**config.mk**
```make
export PLATFORM = sky130hd
export DESIGN_NAME = uart_tx_ctrl
export DESIGN_NICKNAME = d
export VERILOG_FILES = /design/src/rtl/io_pkg.sv /design/src/rtl/sync_fifo.sv /design/src/rtl/uart_tx_ctrl.sv
export SDC_FILE = /design/constraint.sdc
export NUM_CORES = 1
export LEC_CHECK = 0
export CORE_ASPECT_RATIO = 0.9
export CORE_MARGIN = 5
export CORE_UTILIZATION = 35
export DETAILED_ROUTE_END_ITERATION = 10
export GPL_ROUTABILITY_DRIVEN = 0
export HOLD_SLACK_MARGIN = 0.1
export PLACE_DENSITY = 0.62
export SLEW_MARGIN = 20
export SYNTH_ARGS = -nofsm -noshare
export SYNTH_HDL_FRONTEND = slang
export SYNTH_SLANG_ARGS = --single-unit
```
**constraint.sdc**
```tcl
create_clock -name CLK -period 5.1 [get_ports CLK]
set_clock_uncertainty 0.15 [all_clocks]
set_input_delay 1.02 -clock CLK [delete_from_list [all_inputs] [get_ports CLK]]
set_output_delay 1.02 -clock CLK [all_outputs]
set_load 0.02 [all_outputs]
```
**src/rtl/io_pkg.sv**
```systemverilog
// Shared IO-space definitions for the UART transmit controller: register
// addresses, STATUS bit positions, transmitter states and the STATUS packer.
package io_pkg;

    localparam logic [1:0] UART_DATA_ADDR   = 2'd0;
    localparam logic [1:0] UART_STATUS_ADDR = 2'd1;

    localparam int ST_FULL      = 0;
    localparam int ST_EMPTY     = 1;
    localparam int ST_OVF       = 2;
    localparam int ST_COUNT_LSB = 4;

    typedef enum logic [1:0] {
        IDLE  = 2'd0,
        START = 2'd1,
        DATA  = 2'd2,
        STOP  = 2'd3
    } tx_state_e;

    function automatic logic [31:0] pack_status(
        input logic [3:0] count,
        input logic       ovf,
        input logic       empty,
        input logic       full
    );
        logic [31:0] st;
        st                      = 32'd0;
        st[ST_COUNT_LSB +: 4]   = count;
        st[ST_OVF]              = ovf;
        st[ST_EMPTY]            = empty;
        st[ST_FULL]             = full;
        return st;
    endfunction

endpackage

```
**src/rtl/sync_fifo.sv**
```systemverilog
// Single-clock FIFO with extra-bit pointers; the head entry is presented on
// dout so a pop and the consumer's capture happen on the same edge.
module sync_fifo #(
    parameter int WIDTH = 8,
    parameter int DEPTH = 8
) (
    input  logic                     clk,
    input  logic                     rst_n,
    input  logic                     wr_en,
    input  logic [WIDTH-1:0]         din,
    input  logic                     rd_en,
    output logic [WIDTH-1:0]         dout,
    output logic                     full,
    output logic                     empty,
    output logic [$clog2(DEPTH):0]   count
);

    localparam int AW = $clog2(DEPTH);

    logic [WIDTH-1:0] mem_r [DEPTH];
    logic [AW:0]      wr_ptr_r;
    logic [AW:0]      rd_ptr_r;
    logic             push_s;
    logic             pop_s;

    assign full   = (wr_ptr_r[AW] != rd_ptr_r[AW]) &&
                    (wr_ptr_r[AW-1:0] == rd_ptr_r[AW-1:0]);
    assign empty  = (wr_ptr_r == rd_ptr_r);
    assign count  = wr_ptr_r - rd_ptr_r;
    assign push_s = wr_en && !full;
    assign pop_s  = rd_en && !empty;
    assign dout   = mem_r[rd_ptr_r[AW-1:0]];

    // Pointer update; the extra MSB distinguishes full from empty
    always_ff @(posedge clk or negedge rst_n) begin
        if (!rst_n) begin
            wr_ptr_r <= {(AW+1){1'b0}};
            rd_ptr_r <= {(AW+1){1'b0}};
        end else begin
            if (push_s) begin
                wr_ptr_r <= wr_ptr_r + {{AW{1'b0}}, 1'b1};
            end
            if (pop_s) begin
                rd_ptr_r <= rd_ptr_r + {{AW{1'b0}}, 1'b1};
            end
        end
    end

    // Storage array; contents are meaningless once the pointers reset
    always_ff @(posedge clk) begin
        if (push_s) begin
            mem_r[wr_ptr_r[AW-1:0]] <= din;
        end
    end

endmodule

```
**src/rtl/uart_tx_ctrl.sv**
```systemverilog
// Memory-mapped UART transmitter: IO register decode, sticky overflow flag,
// byte FIFO and a baud-timed 8N1 serializer driving the TXD pin.
module uart_tx_ctrl
    import io_pkg::*;
#(
    parameter int CLKS_PER_BIT = 104,
    parameter int FIFO_DEPTH   = 8
) (
    input  logic        CLK,
    input  logic        RESET,
    input  logic        io_wr,
    input  logic        io_rd,
    input  logic [1:0]  io_addr,
    input  logic [31:0] io_wdata,
    output logic [31:0] io_rdata,
    output logic        TXD,
    output logic        tx_idle
);

    localparam int CW  = $clog2(FIFO_DEPTH) + 1;
    localparam int BW  = $clog2(CLKS_PER_BIT);
    localparam int CNT_MAX = 15;
    localparam logic [BW-1:0] BAUD_RELOAD = BW'(CLKS_PER_BIT - 1);
    localparam logic [BW-1:0] BAUD_ONE    = BW'(1);
    localparam logic [BW-1:0] BAUD_ZERO   = BW'(0);

    tx_state_e       state_r;
    logic [BW-1:0]   baud_r;
    logic [2:0]      bit_idx_r;
    logic [7:0]      shift_r;
    logic            txd_r;
    logic            tx_idle_r;
    logic            ovf_r;
    logic [31:0]     rdata_r;

    logic            wr_data_s;
    logic            wr_status_s;
    logic            fifo_full_s;
    logic            fifo_empty_s;
    logic [CW-1:0]   fifo_count_s;
    logic [7:0]      fifo_dout_s;
    logic            baud_zero_s;
    logic            launch_s;
    logic            pop_s;
    logic [3:0]      count_sat_s;
    logic [31:0]     status_s;
    logic            unused_s;

    assign wr_data_s   = io_wr && (io_addr == UART_DATA_ADDR);
    assign wr_status_s = io_wr && (io_addr == UART_STATUS_ADDR);
    assign baud_zero_s = (baud_r == BAUD_ZERO);
    // A new frame may begin from IDLE or on the final stop-bit cycle
    assign launch_s    = (state_r == IDLE) || ((state_r == STOP) && baud_zero_s);
    assign pop_s       = launch_s && !fifo_empty_s;
    assign status_s    = pack_status(count_sat_s, ovf_r, fifo_empty_s, fifo_full_s);
    assign unused_s    = ^{io_wdata[31:8]};

    sync_fifo #(
        .WIDTH (8),
        .DEPTH (FIFO_DEPTH)
    ) u_fifo (
        .clk   (CLK),
        .rst_n (RESET),
        .wr_en (wr_data_s),
        .din   (io_wdata[7:0]),
        .rd_en (pop_s),
        .dout  (fifo_dout_s),
        .full  (fifo_full_s),
        .empty (fifo_empty_s),
        .count (fifo_count_s)
    );

    // STATUS count field saturates for FIFOs deeper than 15 entries
    always_comb begin
        count_sat_s = 4'd0;
        if (int'(fifo_count_s) > CNT_MAX) begin
            count_sat_s = 4'd15;
        end else begin
            count_sat_s = 4'(fifo_count_s);
        end
    end

    // Register file: sticky overflow and registered read data
    always_ff @(posedge CLK or negedge RESET) begin
        if (!RESET) begin
            ovf_r   <= 1'b0;
            rdata_r <= 32'd0;
        end else begin
            if (wr_data_s && fifo_full_s) begin
                ovf_r <= 1'b1;
            end else if (wr_status_s && io_wdata[ST_OVF]) begin
                ovf_r <= 1'b0;
            end
            if (io_rd) begin
                rdata_r <= (io_addr == UART_STATUS_ADDR) ? status_s : 32'd0;
            end
        end
    end

    // Serializer FSM with baud counter, shifter, TXD and idle flag
    always_ff @(posedge CLK or negedge RESET) begin
        if (!RESET) begin
            state_r   <= IDLE;
            baud_r    <= BAUD_ZERO;
            bit_idx_r <= 3'd0;
            shift_r   <= 8'd0;
            txd_r     <= 1'b1;
            tx_idle_r <= 1'b1;
        end else begin
            tx_idle_r <= launch_s && fifo_empty_s;
            case (state_r)
                IDLE: begin
                    if (pop_s) begin
                        shift_r <= fifo_dout_s;
                        baud_r  <= BAUD_RELOAD;
                        txd_r   <= 1'b0;
                        state_r <= START;
                    end else begin
                        txd_r   <= 1'b1;
                    end
                end
                START: begin
                    if (baud_zero_s) begin
                        baud_r    <= BAUD_RELOAD;
                        bit_idx_r <= 3'd0;
                        txd_r     <= shift_r[0];
                        state_r   <= DATA;
                    end else begin
                        baud_r    <= baud_r - BAUD_ONE;
                    end
                end
                DATA: begin
                    if (baud_zero_s) begin
                        baud_r <= BAUD_RELOAD;
                        if (bit_idx_r == 3'd7) begin
                            txd_r   <= 1'b1;
                            state_r <= STOP;
                        end else begin
                            bit_idx_r <= bit_idx_r + 3'd1;
                            shift_r   <= {1'b0, shift_r[7:1]};
                            txd_r     <= shift_r[1];
                        end
                    end else begin
                        baud_r <= baud_r - BAUD_ONE;
                    end
                end
                STOP: begin
                    if (baud_zero_s) begin
                        if (pop_s) begin
                            shift_r <= fifo_dout_s;
                            baud_r  <= BAUD_RELOAD;
                            txd_r   <= 1'b0;
                            state_r <= START;
                        end else begin
                            txd_r   <= 1'b1;
                            state_r <= IDLE;
                        end
                    end else begin
                        baud_r <= baud_r - BAUD_ONE;
                    end
                end
                default: begin
                    txd_r   <= 1'b1;
                    state_r <= IDLE;
                end
            endcase
        end
    end

    assign TXD      = txd_r;
    assign tx_idle  = tx_idle_r;
    assign io_rdata = rdata_r;

endmodule

```
# Yosys cells after proc, flatten, opt, wreduce, memory -nomap -nowiden
# Memories as Yosys holds them, arrays and structs flattened.
# Index checks and enable logic that the tools add are counted.
# word_totals
reg_bits	63
input_bits	38
out_inout_bits	34
romBits	0
latch_bits	0
mem_bits_rw	64
memories	1
# classes
mul	0
n_lt_le_gt_ge	0
reduce_logical	24
addsub	5
mux	31
bitwise_logic	0
eq_ne	14
div_mod_pow	0
shifts	0
# memory_table
memory	depth	width	rd	rd_ports_with_merged_regs	write_ports	line	text
u_fifo.mem_r	8	8	1	0	1	sync_fifo.sv:20	logic [WIDTH-1:0] mem_r [DEPTH];
# ops
operator	n
$mux 8	5
$pmux 8 s3	1
$mux 7	3
$pmux 7 s3	1
$logic_and 1x1->1	10
$mux 1	10
$mux 2	5
$ne 2x2->1 const B	5
$mux 3	3
$add 4x1->4 const B	2
$pmux 2 s4	1
$reduce_and 4->1	2
$logic_not 7->1	1
$sub 7x1->7 const B	1
$pmux 3 s2	1
$reduce_and 5->1	1
$eq 2x1->1 const B	2
$eq 2x2->1 const B	2
$eq 4x4->1	1
$logic_not 2->1	2
$pmux 1 s4	1
$reduce_bool 2->1	2
$sub 4x4->4	1
$add 3x1->3 const B	1
other kinds (9)	10

# Depth between registers and ports, before layout
# depth
word_depth	7
ltp_mapped	8
ltp_nobuf	6

# Hierarchy
# A second synthesis with hierarchy kept.
# unflattened
hier_cells	386
hier_area_um2	4937.2
# by_module_without_submodules
module	n_inst	cells_per_inst	area_each_um2
sync_fifo	1	167	2990.4
uart_tx_ctrl	1	219	1946.9

# Worst setup path before layout
# No wires, ideal clock.
# synth_path
path_kind	register to register
start	register u_fifo.rd_ptr_r[2]
end	memory u_fifo.mem_r[6][0] (enable)
setup_time_ns	0.385
period_less_slack_ns	3.303
path_buffers	2
path_stages_with_launch	9
slack_ns	1.797
arrival_ns	2.768
t_required_ns	4.565
cell_sequence	dfrtp_1 clkbuf_1 buf_2 inv_1 ha_1 and3_1 a21boi_0 nand2_1 nor3b_1
# synth_via
elab_chain_len	6
# synth_lines
item	line	text
from (decl)	sync_fifo.sv:22	logic [AW:0] rd_ptr_r;
from (signal assigned)	sync_fifo.sv:38	rd_ptr_r <= {(AW+1){1'b0}};
from (signal assigned)	sync_fifo.sv:44	rd_ptr_r <= rd_ptr_r + {{AW{1'b0}}, 1'b1};
$eq 3x3->1	sync_fifo.sv:27	(wr_ptr_r[AW-1:0] == rd_ptr_r[AW-1:0]);
$logic_and 1x1->1	sync_fifo.sv:26	assign full = (wr_ptr_r[AW] != rd_ptr_r[AW]) &&
$logic_not 1->1	sync_fifo.sv:30	assign push_s = wr_en && !full;
$logic_and 1x1->1	sync_fifo.sv:30	
$mux 1	sync_fifo.sv:51	if (push_s) begin
$mux 1 (implied by the code)	sync_fifo.sv:52	mem_r[wr_ptr_r[AW-1:0]] <= din;
to (decl)	sync_fifo.sv:20	
# Every way passes these cells.

# Worst setup path in the final report
# layout_path
start	input port io_addr[1]
end	memory u_fifo.mem_r[7][1] (enable)
# layout_via
elab_chain_len	5
# layout_lines
item	line	text
from (decl)	uart_tx_ctrl.sv:13	input logic [1:0] io_addr,
$logic_not 2->1	uart_tx_ctrl.sv:49	assign wr_data_s = io_wr && (io_addr == UART_DATA_ADDR);
$logic_and 1x1->1	uart_tx_ctrl.sv:49	
$logic_and 1x1->1	sync_fifo.sv:30	
$mux 1	sync_fifo.sv:51	
$mux 1 (implied by the code)	sync_fifo.sv:52	
# Every way passes these cells.

==> results.md <==
- Critical path, cell by cell: clkdlybuf4s50_1 -> nor3b_1 -> a21boi_0 -> nand4_1 -> inv_1
- Post-DP HPWL: 6258 µm
- Worst EP arrival: 3.00 ns
- Synth cell types: 58
- Max-Cap Viols: 0
- Mapped Cells: 348
- Setup total negative slack: 0 ns
- Worst R2R End: u_fifo.mem_r[7][1]$_DFFE_PP_
- Worst stage delay on the critical path: 0.61 ns
- Clock root buffer: clkbuf_16
- Initial core utilization: 0.3591
- Commonest cells after routing, fill and taps aside: edfxtp_1 (64), dfrtp_1 (36), conb_1 (25)
- Asr flop ratio synth: 0.3725
- Ant. Diodes: 0
- Synth Flop Type: edfxtp_1
- Synthesized area per cell: 13.89 µm²
- Worst-path maximum fanout: 8
- CTS Buffer Depth: 2
- Complex-gate fraction of the synthesized area: 0.09964
- Flop2flop setup slack: 2.08 ns
- I/O Buffers: 22
- CP required: 4.94 ns
- Slew @ Worst Pin: 0.9574 ns
- Critical path depth: 5
- CTS-repair resized insts: 0
- Growth of design area from synthesis to finish: 13.56%
- Largest family of logic cells by synthesized area: compound AO/OA/AOI/OAI gates
- DIE AREA: 0.01627 mm²
- Via count: 2823
- Peak supply drop: 262.9 µV
- H-tree Lvls: 3
- Yosys reg bits: 102
- Final ANT Viol Nets: 0
- Worst Hold Path EP: io_rdata[4]$_DFFE_PN0P_
- Post-synth top area cell: edfxtp_1
- Worst relative slew slack: 0.3579
- Slowest CP cell: a21boi_0
- EDFF count, synth: 64
- Routed WL per cell: 17.06 µm
- Leakage: 0.002044 µW
- CP Class: input pin to flop
- Post-Synth Adder-Cell Area: 0.03778
- Die W: 133.9 µm
- Multi-input logic area: 0.001743 mm²
- Mapped cell area: 0.004835 mm²
- Sequential area share after synthesis: 0.5947
- WHS: 0.3644 ns
- Final Hold Fails: 0
- CTS sink cnt: 102
- Total Power: 3180 µW
- PwrDens: 579.2 mW/mm²
- Final #Nets: 429
- Final Cell Area: 0.005490 mm²
- Crit path launch type: input pin
- Drt drc: 0
- Maximum clock rate: 316.9 MHz
- Post CTS Setup Buffer Count: 0
- Period utilization: 0.6187
- Delay-heaviest family, CP: buffers and inverters
- Most common cell after layout, fill and taps aside: edfxtp_1
- Row cnt: 40
- Gr ovfl total: 0
- Area after DPL: 0.005175 mm²
- # fillers: 1224
- Final setup viols: 0
- CTS tree: yes
- Outcome: complete, no violations
- Worst-path clk slew: 0.08 ns
- Worst hold start: io_rdata[4]$_DFFE_PN0P_
- Gr usage total: 0.1183
- Reg2Reg Depth: 7
- Launching point of the worst reg2reg path: u_fifo.rd_ptr_r[2]$_DFFE_PN0P_
- Worst path buffer plus inverter count: 2
- Largest net degree at the start of global routing: 39
- Type of the tightest min-delay check: flop to flop
- Area share of the leading cell type in the synthesized netlist: 0.3975
- CP endpoint kind: flop
- Number of global-route vias before repair: 2824
- Min-Delay Path Depth: 1
- RSZ-0062 raised after global routing: false
- Mux share of post-synthesis cell area: 0.09886
- Layout cell share with drive strength beyond 1: 0.1623
- Core Area: 0.01346 mm²
- Finished Core Util: 0.4078
- Total wire length: 9383 µm
- 1st-iter DRT viols: 217
- DR pass1 iterations: 4
- Initial antenna violation count: 0
- Storage element area: 0.002875 mm²
- Drt via density: 5.133
- Synth area leaders: edfxtp_1 (40%), dfrtp_1 (19%), mux4_2 (7.5%)
- Chip Height: 121.5 µm
- First-pass GRT wire length: 15050 µm
- Clock latency on the worst-skew pair: 0.35 ns
- Hold_buf cts: 0
- Syn. warnings: 0
- Synth Area in Simple Gates: 0.08540
- Synth Area in XOR/XNOR: 0.01812
- TritonCTS Buffers: 9
- Max-slew violations: 0
- Top-level I/O count: 72
- Tmin final: 3.155 ns
metrics by stage:
stage	instances	setup slack, ns
finish	550	1.945
global placement	534	1.609
floorplan	372	1.797
global route	550	1.808
detailed placement	534	1.565
CTS	550	1.937
worst reg2reg max path: cells and delay by family (launching register included):
family | cells | cell delay, ns
buffers and inverters | 3 | 0.74
AO/OA/AOI/OAI | 1 | 0.59
AND/OR/NAND/NOR | 2 | 0.49
adder cells (fa/ha/maj) | 1 | 0.35
flip-flops | 1 | 0.34
cells by family after synthesis:
logic type	Yosys count
AO/OA/AOI/OAI	62
XOR/XNOR	10
adder cells (fa/ha/maj)	14
buffers and inverters	54
flip-flops	102
multiplexers	27
other	1
AND/OR/NAND/NOR	78
how the worst max path moves through the flow:
stage | startpoint | endpoint | slack [ns]
6_report | io_addr[1] | u_fifo.mem_r[7][1]$_DFFE_PP_ | 1.94
5_1_grt | io_wr | u_fifo.mem_r[7][3]$_DFFE_PP_ | 1.81
4_1_cts | io_addr[1] | u_fifo.mem_r[7][1]$_DFFE_PP_ | 1.94
3_5_place_dp | io_wr | u_fifo.mem_r[7][5]$_DFFE_PP_ | 1.57
3_3_place_gp | io_addr[0] | u_fifo.mem_r[7][5]$_DFFE_PP_ | 1.61
2_1_floorplan | u_fifo.rd_ptr_r[2]$_DFFE_PN0P_ | u_fifo.mem_r[6][0]$_DFFE_PP_ | 1.80
state kept, by name, summed over array words and instances (netlist names):
signal	flops
state_r	2
u_fifo.mem_r	64
shift_r	8
u_fifo.wr_ptr_r	4
TXD	1
io_rdata	7
ovf_r	1
baud_r	7
bit_idx_r	3
u_fifo.rd_ptr_r	4
tx_idle	1
cell usage after synthesis (all sizes together), types with 3 or more instances:
cell type,number
mux2,3
ha,13
nor3,8
nor3b,3
a31oi,4
nor2,10
a21oi,4
xnor2,8
nand2b,3
a22o,5
o221a,7
edfxtp,64
inv,17
clkbuf,4
nor2b,5
mux2i,8
nand4,3
o21ai,17
a21o,3
nand3,15
nand2,17
o22ai,4
dfrtp,36
buf,33
nor4,5
mux4,16
cell type report:
cell class | instances | area share
sequential | 102 | 0.5237
multi-input combinational | 216 | 0.3175
timing repair buffer | 31 | 0.05150
clock buffer | 9 | 0.04102
tap | 168 | 0.03829
clock inverter | 7 | 0.01641
inverter | 17 | 0.01162
layer usage:
metal / vias up / GRT usage / part of all wire
li1: 1339 / - / -
met1: 1406 / 0.1612 / 0.46
met2: 73 / 0.1929 / 0.48
met3: 5 / 0.02861 / 0.051
met4: 0 / 0.02635 / 0.0032
met5: - / 0 / 0
power breakdown:
group / total (µW) / internal [µW] / leakage, µW / switching, µW
Combinational: 1290 / 568 / 0.000852 / 722
Clock: 716 / 394 / 0.000155 / 322
Sequential: 1170 / 1040 / 0.00104 / 137
Note: power is estimated with default switching activity, not from simulation.
